[src/rtl/cell_coord.sv]
// cell_coord: splits a linear cell index into row, column and the top-left corner of its 3x3 box.
module cell_coord (
    input  logic [6:0] index,
    output logic [3:0] row,
    output logic [3:0] col,
    output logic [3:0] box_row,
    output logic [3:0] box_col
);
    assign row = 4'(index / 7'd9);
    assign col = 4'(index % 7'd9);
    assign box_row = row / 4'd3 * 4'd3;
    assign box_col = col / 4'd3 * 4'd3;
endmodule

[config.mk]
export PLATFORM = sky130hd
export DESIGN_NAME = cell_coord
export DESIGN_NICKNAME = d
export VERILOG_FILES = /design/src/rtl/cell_coord.sv
export SDC_FILE = /design/constraint.sdc
export NUM_CORES = 1
export LEC_CHECK = 0
export ABC_CLOCK_PERIOD_IN_PS = 6550
export BUFFER_PORTS_ARGS = -buffer_cell sky130_fd_sc_hd__buf_2
export CELL_PAD_IN_SITES_DETAIL_PLACEMENT = 1
export CELL_PAD_IN_SITES_GLOBAL_PLACEMENT = 1
export CORE_MARGIN = 4
export CORE_UTILIZATION = 41
export DETAILED_ROUTE_END_ITERATION = 16
export PLACE_DENSITY = 0.84
export SLEW_MARGIN = 5
export SYNTH_ARGS = -nofsm -noshare
export SYNTH_HDL_FRONTEND = slang
export SYNTH_SLANG_ARGS = --single-unit
[constraint.sdc]
create_clock -name vclk -period 6.55
set_input_delay 0.655 -clock vclk [all_inputs]
set_output_delay 0.655 -clock vclk [all_outputs]
set_load 0.03 [all_outputs]
==> flow_summary.yaml <==
sta:
  drv_slew: 0
  setup_viol: 0
  rsz0062_at_grt: "no"
  finalSetupTns_ns: 0
  max_slew.worst_pin.slew_ns: 0.535
  timing.slew.headroom_pct: 64.1
  period_minus_slack_ns: 5.80
  final_hold_viol_count: 0
  fmax_ghz: 0.172
  fin_ws_ns: 0.752
  period_share_pct: 88.5
setup_path:
  arrival_ns: 5.14
  crit_buf_inv: 6
  setup.worst_path.class: "in -> out"
  start_kind: "input pin"
  path_max_fanout: 17
  end_kind: "output pin"
  cp_slowest_stage_delay_ns: 0.41
  crit_required_ns: 5.89
  crit_top_cell: "ha_1"
  path_delay_family: "simple AND/OR/NAND/NOR gates"
  worst_path_max_delay_cell: "nor4b_1"
logic_synthesis:
  synth_cell_types: 57
  syn_nets: 161
  syn_area_per_cell_sq_um: 7.11
  yosys-top-cells-area: "ha_1 9.8%, inv_1 5.5%, o21ai_0 4.9%"
  netlist.area_leader.share_pct: 9.78
  syn_inst: 144
  synth_area_sq_um: 1020
  ys.warnings.count: 0
  synth.largest_area_cell: "ha_1"
  synth-seq-area-share_pct: 0
floorplan:
  rows: 17
  die_h_microns: 58.0
  die-area_sq_um: 3360
  initial_core_util_pct: 44.6
  die_w_microns: 58.0
  core_sq_um: 2300
  io_pins: 23
power:
  p_leak_uw: 0.000510
  p_switching_uw: 129
  intPower_uw: 61.8
  clock_power_share_pct: 0
  power_density_nw_per_um2: 170
  p_comb_share_pct: 100.0
  switching_share_pct: 67.7
  p_seq_share_pct: 0
  peakVddDrop_mv: 0.111
finish:
  final_cell_area_sq_um: 1120
  nFlopsAndLatches: 0
  nClkBuffers: 0
  final_layout_size_suffix_gt1_share_pct: 23.3
  finalNetCount: 178
  layout_commonest_cell: "buf_2"
  final_cell_mix: "23 x buf_2, 15 x inv_1, 13 x nor2_1"
  seq_area_sq_um: 0
  antenna_cells: 0
  syn2layout_area_growth_pct: 9.66
  final_util_pct: 48.9
run_status:
  status: "complete, no violations"
grt:
  track_usage_pct: 18.6
  grt_pass1_wl_microns: 5140
  grt_pass1_vias: 1128
  grt_antenna_before_repair: 0
  grt_max_degree: 18
  grt-ovfl-total: 0
clock_tree:
  hold_buffers: 0
  post-cts-setup-buffers: 0
  cts_resized: 0
detailed_routing:
  routedWlPerCell_microns: 16.1
  drc: 0
  postRouteAntennaNets: 0
  viasPerCell: 6.03
  vias: 1128
  dr.pass1.iters: 4
  drt-initial-drc-count: 26
  totalWireLength_microns: 3010
placement:
  placed_cell_area_sq_um: 1120
  hpwlAfterDp_microns: 2510
  gp_congestion: 0.864
  port_buffers: 23
  dpl_worst_slack_ns: 0.770
job:
  cap_viol_max_count: 0
worst_hold_path:
  hold_path.class: "in -> out"
layout make-up:
type / count / area [sq um]
Inverter: 15 / 56.3
Timing Repair Buffer: 24 / 123
Multi-Input combinational cell: 120 / 908
Tap cell: 28 / 35.0
Fill cell: 311 / 1170
metrics by stage:
stage / hold slack (ns) / total power (uW) / instances
6_report: 1.81 / 191 / 187
5_1_grt: 1.90 / 210 / 187
4_1_cts: 1.81 / 192 / 187
3_5_place_dp: 1.82 / 192 / 187
3_3_place_gp: 1.81 / 182 / 187
2_1_floorplan: 1.67 / 150 / 144
metal layers:
| layer | up-vias | track usage (%) | share of wire [%] | wire (microns) |
|---|---|---|---|---|
| li1 | 548 | - | - | - |
| met1 | 559 | 25.0 | 45 | 1360 |
| met2 | 19 | 33.9 | 51 | 1540 |
| met3 | 2 | 0.668 | 3.0 | 89 |
| met4 | 0 | 1.32 | 0.90 | 27 |
| met5 | - | 0 | 0 | 0 |
cell families (layout without fill, tap and decap cells):
kind of cell / after synthesis / count (layout) / share of synthesized area (%)
buf+inv: 24 / 39 / 11.2
fa+ha+maj: 10 / 10 / 13.7
xor+xnor: 5 / 5 / 5.01
mux: 2 / 2 / 1.96
simple gates: 55 / 55 / 30.9
compound gates: 48 / 48 / 37.2
path summary, 6_finish.rpt:
| path | startpoint | slack [ns] | cells after the start | end |
|---|---|---|---|---|
| worst max-delay path | index[4] | 0.75 | 25 | box_col[2] |
| worst min-delay path | index[0] | 1.81 | 4 | col[0] |
synthesized netlist by cell type (3+ instances only):
cell type	number
nor3_1	6
nand2_1	7
nor2_1	13
xor2_1	3
ha_1	8
nand2b_1	4
inv_1	15
a21oi_1	9
clkbuf_1	3
and2_1	3
o21ai_0	10
o211ai_1	3
nor2b_1	4
power groups by stage:
stage                     Combinational (uW)  Sequential (uW)  Clock (uW)
after floorplan                          150                0           0
after global placement                   182                0           0
after detailed placement                 192                0           0
after CTS                                192                0           0
after global routing                     210                0           0
final                                    191                0           0
Power figures use the tool's default switching activity.
